## config.mk

```make
export PLATFORM = sky130hd
export DESIGN_NAME = con_ff_unit
export DESIGN_NICKNAME = d
export VERILOG_FILES = /design/src/rtl/con_ff_unit.sv
export SDC_FILE = /design/constraint.sdc
export NUM_CORES = 1
export LEC_CHECK = 0
export CAP_MARGIN = 15
export CORE_MARGIN = 4
export CORE_UTILIZATION = 50
export DETAILED_ROUTE_END_ITERATION = 16
export PLACE_DENSITY_LB_ADDON = 0.05
export SYNTH_ARGS = -nofsm -noshare
export SYNTH_HDL_FRONTEND = slang
export SYNTH_SLANG_ARGS = --single-unit
```

## constraint.sdc

```tcl
create_clock -name clock -period 2.33 [get_ports clock]
set_input_delay 0.466 -clock clock [delete_from_list [all_inputs] [get_ports clock]]
set_output_delay 0.466 -clock clock [all_outputs]
set_load 0.01 [all_outputs]
```

## src/rtl/con_ff_unit.sv

```systemverilog
// Registered branch-condition unit: captures the bus operand and IR condition
// field on con_in, evaluates one of eight signed conditions a cycle later.
module con_ff_unit #(
  parameter int DATA_W = 32,
  parameter int CNT_W  = 16
) (
  input  logic              clock,
  input  logic              clear,
  input  logic              con_in,
  input  logic [2:0]        ir_cond,
  input  logic [DATA_W-1:0] bus_data,
  input  logic              con_clr,
  input  logic              cnt_rst,
  output logic              con_out,
  output logic              busy,
  output logic              eval_done,
  output logic              overrun,
  output logic [CNT_W-1:0]  eval_count,
  output logic [CNT_W-1:0]  taken_count
);

  typedef enum logic {IDLE = 1'b0, EVAL = 1'b1} state_t;

  state_t              state_q, state_d;
  logic [DATA_W-1:0]   op_q, op_d;
  logic [2:0]          cond_q, cond_d;
  logic                con_q, con_d;
  logic                done_q, done_d;
  logic                ovr_q, ovr_d;
  logic [CNT_W-1:0]    eval_cnt_q, eval_cnt_d;
  logic [CNT_W-1:0]    taken_cnt_q, taken_cnt_d;

  logic is_zero;
  logic is_neg;
  logic result;

  assign is_zero = (op_q == '0);
  assign is_neg  = op_q[DATA_W-1];

  always_comb begin
    result = 1'b0;
    unique case (cond_q)
      3'b000:  result = is_zero;
      3'b001:  result = !is_zero;
      3'b010:  result = !is_neg && !is_zero;
      3'b011:  result = is_neg;
      3'b100:  result = 1'b1;
      3'b101:  result = 1'b0;
      3'b110:  result = !is_neg;
      3'b111:  result = is_neg || is_zero;
      default: result = 1'b0;
    endcase
  end

  always_comb begin
    state_d     = state_q;
    op_d        = op_q;
    cond_d      = cond_q;
    con_d       = con_q;
    done_d      = 1'b0;
    ovr_d       = ovr_q;
    eval_cnt_d  = eval_cnt_q;
    taken_cnt_d = taken_cnt_q;

    // Clears are applied first so a coincident evaluation or overrun overrides them.
    if (con_clr) begin
      con_d = 1'b0;
      ovr_d = 1'b0;
    end

    unique case (state_q)
      IDLE: begin
        if (con_in) begin
          op_d    = bus_data;
          cond_d  = ir_cond;
          state_d = EVAL;
        end
      end
      EVAL: begin
        con_d   = result;
        done_d  = 1'b1;
        state_d = IDLE;
        if (con_in) ovr_d = 1'b1;
        if (eval_cnt_q != '1) eval_cnt_d = eval_cnt_q + 1'b1;
        if (result && (taken_cnt_q != '1)) taken_cnt_d = taken_cnt_q + 1'b1;
      end
      default: state_d = IDLE;
    endcase

    if (cnt_rst) begin
      eval_cnt_d  = '0;
      taken_cnt_d = '0;
    end
  end

  always_ff @(posedge clock or negedge clear) begin
    if (!clear) begin
      state_q     <= IDLE;
      op_q        <= '0;
      cond_q      <= '0;
      con_q       <= 1'b0;
      done_q      <= 1'b0;
      ovr_q       <= 1'b0;
      eval_cnt_q  <= '0;
      taken_cnt_q <= '0;
    end else begin
      state_q     <= state_d;
      op_q        <= op_d;
      cond_q      <= cond_d;
      con_q       <= con_d;
      done_q      <= done_d;
      ovr_q       <= ovr_d;
      eval_cnt_q  <= eval_cnt_d;
      taken_cnt_q <= taken_cnt_d;
    end
  end

  assign con_out     = con_q;
  assign busy        = (state_q == EVAL);
  assign eval_done   = done_q;
  assign overrun     = ovr_q;
  assign eval_count  = eval_cnt_q;
  assign taken_count = taken_cnt_q;

endmodule

```

==> results of run 1 <==
[critical path: stages (launching register included)]
cell,delay (ps)
dfrtp_1,400
nor4_2,290
nand4_1,220
nor4b_4,430
nor2_4,70
buf_12,150
or4_4,480
a21oi_2,130
[worst max-delay path by stage]
stage | endpoint | start
6_report | taken_count[10] | op_q[10]
5_1_grt | taken_count[10] | op_q[10]
4_1_cts | taken_count[14] | op_q[9]
3_5_place_dp | taken_count[9] | op_q[16]
3_3_place_gp | taken_count[9] | op_q[9]
2_1_floorplan | taken_count[0] | op_q[16]
[sequential cells by signal, indices dropped and copies added (netlist names)]
register,count
eval_done,1
eval_count,16
busy,1
cond_q,3
taken_count,16
overrun,1
con_out,1
op_q,32
[placed cells by master (no fill, tap or decap), types with 2 or more instances in the layout]
cell and n:
a21oi_1 12, a21oi_2 5, and3_1 3, and4_1 5, buf_12 3, buf_4 8
clkbuf_8 10, clkdlybuf4s50_1 74, clkinv_2 3, dfrtp_1 71, ha_1 2, inv_1 8
mux2_1 2, mux2_2 36, mux2_4 3, mux2i_1 2, nand2_1 12, nand2b_1 2
nand3_1 11, nand3b_1 2, nand4_1 10, nor2_1 19, nor2b_1 5, nor3_1 4
nor4_1 3, nor4_2 6, o21ai_0 6, o221a_2 2, o31ai_1 3, o31ai_2 4
or3_1 4, or4_4 5, xnor2_1 2, xor2_1 6
[metal layers]
layer,share of wire (%),up-vias,routed length [um],GRT usage (%)
met5,0,-,0,0
met1,45,1277,3260,25.3
met3,5.5,17,402,4.10
li1,-,1226,-,-
met4,2.4,0,174,8.93
met2,47,64,3450,30.5
[power by group]
group	switching, W	internal [W]
registers	0.0000783	0.00134
logic	0.000146	0.000231
clock network	0.000443	0.000404
total	0.000668	0.00197
[layout make-up]
class / instances / area [um2] / area share [%]
multi-input cells: 192 / 1540 / 34.2
clock buffers: 11 / 141 / 3.15
repair buffers: 87 / 891 / 19.8
well taps: 77 / 96.3 / 2.14
flip-flops and latches: 71 / 1780 / 39.5
clock inverters: 4 / 22.5 / 0.501
inverters: 8 / 30.0 / 0.668
[metrics by stage]
stage	util (%)	power, W	hold WS (ps)	setup TNS [ps]
6_report	70.8	0.00264	120	0
5_1_grt	70.8	0.00277	151	-400
4_1_cts	68.2	0.00263	157	0
3_5_place_dp	65.6	0.00178	499	-26.9
3_3_place_gp	65.6	0.00177	489	0
2_1_floorplan	-	0.00159	170	0
[timing repair]
| action | CTS | global route |
|---|---|---|
| pin swaps | 0 | 20 |
| gates cloned | 0 | 2 |
| setup buffers | 0 | 2 |
| setup endpoints to repair | 3 | 12 |
| gates resized for setup | 1 | 26 |
| hold buffers | 0 | 0 |
[kinds of logic (layout without fill, tap and decap cells)]
kind of cell	after synthesis	after routing	share of synthesized area [%]
AO/OA/AOI/OAI	40	41	8.35
XOR/XNOR	8	8	2.14
adder cells (fa/ha/maj)	2	2	0.766
multiplexers	43	43	14.9
AND/OR/NAND/NOR	98	98	16.8
flip-flops	71	71	54.4
buffers and inverters	21	110	2.68
==> summary.md, run 1 <==
| Metric | Value |
|---|---|
| Initial Util | 51.5% |
| Worst VDD drop | a little over 0.5 mV |
| Core box area | 6350 um2 |
| Post-Layout Cell Count | 450 |
| Seq/Total Area, Yosys | 54.4% |
| Row count | 29 |
| Peak Freq | 448 MHz |
| H-tree depth | 3 |
| Synth Register Bits | 71 |
| Grt ovf | 0 |
| Pins over their slew limit | 0 |
| EDFF count, synth | 0 |
| Post-synthesis cell area | 3270 um2 |
| Top cells by area, synth | dfrtp_1, mux2_2, a21oi_1 |
| CTS max path bufs | 2 |
| Drt first-iter violations | ~110 |
| Diode count | 0 |
| Layout fillers | 492 |
| Reg2reg path depth | 7 |
| Syn-to-layout area delta | 37.6% |
| Io pins | 76 |
| Max-slew headroom | ~63% |
| Max Clock Skew | 7.64 ps |
| Vias in the first global route | roughly 2500 |
| CTS Root Cell | clkbuf_8 |
| Final Cycle Share | 95.8% |
| R2r endpoint | taken_count[10] |
| Pwr Density | 587 nW/um2 |
| Place WS | -26.9 ps |
| Num CTS Buffers | 9 |
| Placed Area | 4170 um2 |
| CTS tree | built |
| DRT Pass-1 Iters | 4 |
| Layout cells sized above 1 | 25.5% |
| Crit Path Class | reg -> reg |
| Die area | 7890 um2 |
| Synth top cells by count | dfrtp_1, mux2_2, nor2_1 |
| Slew @ Worst Pin | 556 ps |
| Final Instance Area | between 4000 and 5000 um2 |
| Unrepaired setup endpoints after global routing | yes |
| Synth Flop Type | dfrtp_1 |
| Req. time, crit path | ~2600 ps |
| Net count reported at finish | 411 |
| Drt drc | 0 |
| Insertion delay to the later sink of the worst-skew pair | 340 ps |
| Hold Path Class | in -> async |
| Global-route wire length before repair | about 12 mm |
| Placed Cells incl. Taps | roughly 430 |
| Cell variety after synth | 44 |
| Port bufs | 75 |
| Fin worst setup slack | between 90 and 100 ps |
| Worst Path Arrival | 2500 ps |
| Via Count | 2584 |
| Drt wl/cell | about 16 um |
| Post-Syn Instances | approximately 280 |
| Final ANT Viol Nets | 0 |
| Crit Path Max Fanout | 8 |
| R2r setup slk | 100 ps |
| Final setup fails | 0 |
| Final hold vios | 0 |
| Pin count of the biggest net entering global routing | 72 |
| Post-synth top area cell | dfrtp_1 |
| Synth warnings | 0 |
| Mean post-synth cell area | roughly 12 um2 |
| Total GRT Usage | 19.2% |
| Setup crit start kind | register |
| Syn_nets | 325 |
| Kind of end point of the critical path | register |
| Final WL | approximately 7.3 mm |
| Clock sinks | slightly above 70 |
| Leakage | 1.80 nW |
| Top cell type's share of synthesized area | 54.4% |
| Most common cell in the netlist | dfrtp_1 |
| Post-DR vias/cell | 5.74 |
| Max-Cap Viols | 0 |
| Gpl congestion | 0.799 |
| Clock slew at reported path FFs | 70 ps |
| Fraction of registers with async set/reset | 100% |
| Final min period | 2230 ps |
| Status | finished clean |
| Post-DP HPWL | 4.84 mm |
| DIE HEIGHT | around 90 um |
| Reg-to-Reg Start | op_q[10] |
| Die width | 88.8 um |
| Antenna violations before repair | 0 |
Note: power is estimated with default switching activity, not from simulation.
==> inputs of run 2 (changes only) <==
--- a/config.mk
+++ b/config.mk
@@ -10,6 +10,7 @@
 export CORE_UTILIZATION = 50
 export DETAILED_ROUTE_END_ITERATION = 16
 export PLACE_DENSITY_LB_ADDON = 0.05
+export REMOVE_ABC_BUFFERS = 1
 export SYNTH_ARGS = -nofsm -noshare
 export SYNTH_HDL_FRONTEND = slang
 export SYNTH_SLANG_ARGS = --single-unit
==> run 2 against run 1 <==
  * First-iteration DRC count increased by 40%
  * Core utilization decreased by 0.30 points
  * Non-clock buffer count down 2
  * Fmax fell by 1.6%
  * Clock-buffer cell count stayed put
  * Routed wire length down 4.2%
  * Sequential share of layout area is 0.17 points higher
  * Final area down 0.42%
  * Register-to-register slack lost 40 ps
  * Via count down 4.3%
  * Clock skew increased by 1.6 ps
  * Critical endpoint is now taken_count[12]
  * Largest power group unchanged
==> summary.md, run 2 (same netlist as run 1, synthesis figures left out) <==
| Metric | Value |
|---|---|
| Pwr Density | roughly 650 nW/um2 |
| Max reg flops | 32 |
| Final Cycle Share | 97.4% |
| Kind of end point of the critical path | register |
| Reg-to-Reg Start | op_q[10] |
| Total GRT Usage | 19.1% |
| Pin count of the biggest net entering global routing | 37 |
| Crit Path Class | reg -> reg |
| Util after Layout | 70.5% |
| CTS tree | built |
| Leakage | 1.80 nW |
| Clock sinks | 71 |
| Worst Path Arrival | between 2000 and 3000 ps |
| Final ANT Viol Nets | 0 |
| Biggest register | op_q |
| Post-DP HPWL | around 4.9 mm |
| Max stage delay cell, worst path | or4_1 |
| Top cell family by delay on the critical path | simple AND/OR/NAND/NOR gates |
| R2r endpoint | taken_count[12] |
| Final WL | approximately 7 mm |
| Layout fillers | approximately 490 |
| Crit Path Max Fanout | 16 |
| Status | finished clean |
| Clock slew at reported path FFs | around 80 ps |
| Vias in the first global route | 2430 |
| WHS | 53.5 ps |
| Max Clock Skew | 9.28 ps |
| Net count reported at finish | 408 |
| Setup crit start kind | register |
| Io pins | 76 |
| Layout cells sized above 1 | 22.1% |
| Diode count | 0 |
| Port bufs | 75 |
| Slew @ Worst Pin | 647 ps |
| Placed Area | 4180 um2 |
| Final min period | 2270 ps |
| Num CTS Buffers | 9 |
| Req. time, crit path | 2590 ps |
| Drt wl/cell | 15.6 um |
| Global-route wire length before repair | 11.6 mm |
| Final setup fails | 0 |
| Post-DR vias/cell | around 5.5 |
| Peak Freq | around 440 MHz |
| DRT Pass-1 Iters | 4 |
| Worst-path cell chain | nor4_2 -> nand4_1 -> nor4b_2 -> nor2_1 -> buf_12 -> or4_1 -> a21oi_1 |
| Max-Cap Viols | 0 |
| Final Power | 0.00289 W |
| Drt first-iter violations | 157 |
| Drt drc | 0 |
| Hold Path Class | in -> async |
| Buffers & Inverters on Critical Path | 1 |
| Max-slew headroom | 56.7% |
| CTS max path bufs | 2 |
| Die width | between 80 and 90 um |
| Final hold vios | 0 |
| Syn-to-layout area delta | 37.0% |
| H-tree depth | 3 |
| Antenna violations before repair | 0 |
| R2r setup slk | 60 ps |
| Insertion delay to the later sink of the worst-skew pair | approximately 340 ps |
| Pins over their slew limit | 0 |
| CTS Root Cell | clkbuf_8 |
| DIE HEIGHT | 88.8 um |
| Via Count | 2472 |
| Fin worst setup slack | 60.3 ps |
| Row count | 29 |
| Place WS | roughly 74 ps |
| Worst VDD drop | 0.440 mV |
| Unrepaired setup endpoints after global routing | yes |
| Most frequent cells in the layout | clkdlybuf4s50_1, dfrtp_1, mux2_2 |
| Commonest non-fill, non-tap cell in the layout | clkdlybuf4s50_1 |
| Gpl congestion | 0.826 |
| Core box area | about 6300 um2 |
| Hold buffers post-CTS | 0 |
| CP max stage delay | 520 ps |
| Reg2reg path depth | 7 |
| Final Instance Area | 4480 um2 |
| Grt ovf | 0 |
| Die area | just under 8000 um2 |
| Initial Util | between 50% and 60% |
-- run 2: area by class of cell --
type	instances	area, um2	area share, %
Sequential cell	71	1780	39.7
Multi-Input combinational cell	191	1470	32.8
Timing Repair Buffer	85	873	19.5
Clock buffer	11	151	3.38
Tap cell	77	96.3	2.15
Clock inverter	5	80.1	1.79
Inverter	8	30.0	0.671
-- run 2: worst max-delay path by stage --
stage | endpoint | depth (start not counted) | from
global placement | taken_count[8] | 7 | op_q[17]
floorplan | cond_q[0] | 2 | busy
global route | taken_count[12] | 7 | op_q[2]
detailed placement | taken_count[6] | 7 | op_q[1]
finish | taken_count[12] | 7 | op_q[10]
CTS | taken_count[6] | 7 | op_q[1]
-- run 2: power by group --
part	switching [W]	leakage, nW	internal (W)	total, W
registers	0.0000779	0.906	0.00134	0.00141
logic	0.000135	0.778	0.000216	0.000351
clock network	0.000468	0.112	0.000660	0.00113
-- run 2: per-layer routing --
layer,share of wire (%),vias to the layer above,track usage [%]
met5,0,-,0
met3,4.7,10,3.82
met1,44,1202,25.4
li1,-,1200,-
met2,49,60,31.0
met4,1.5,0,7.42
-- run 2: repair_timing --
| item | CTS | global route |
|---|---|---|
| buffers inserted | 0 | 1 |
| gates resized for setup | 0 | 12 |
| endpoints found under the setup margin | 0 | 9 |
-- run 2: metrics by stage --
step	cells	setup TNS, ps
final	448	0
after global routing	448	-253
after CTS	447	0
after detailed placement	431	0
after global placement	431	0
after floorplan	270	-12730
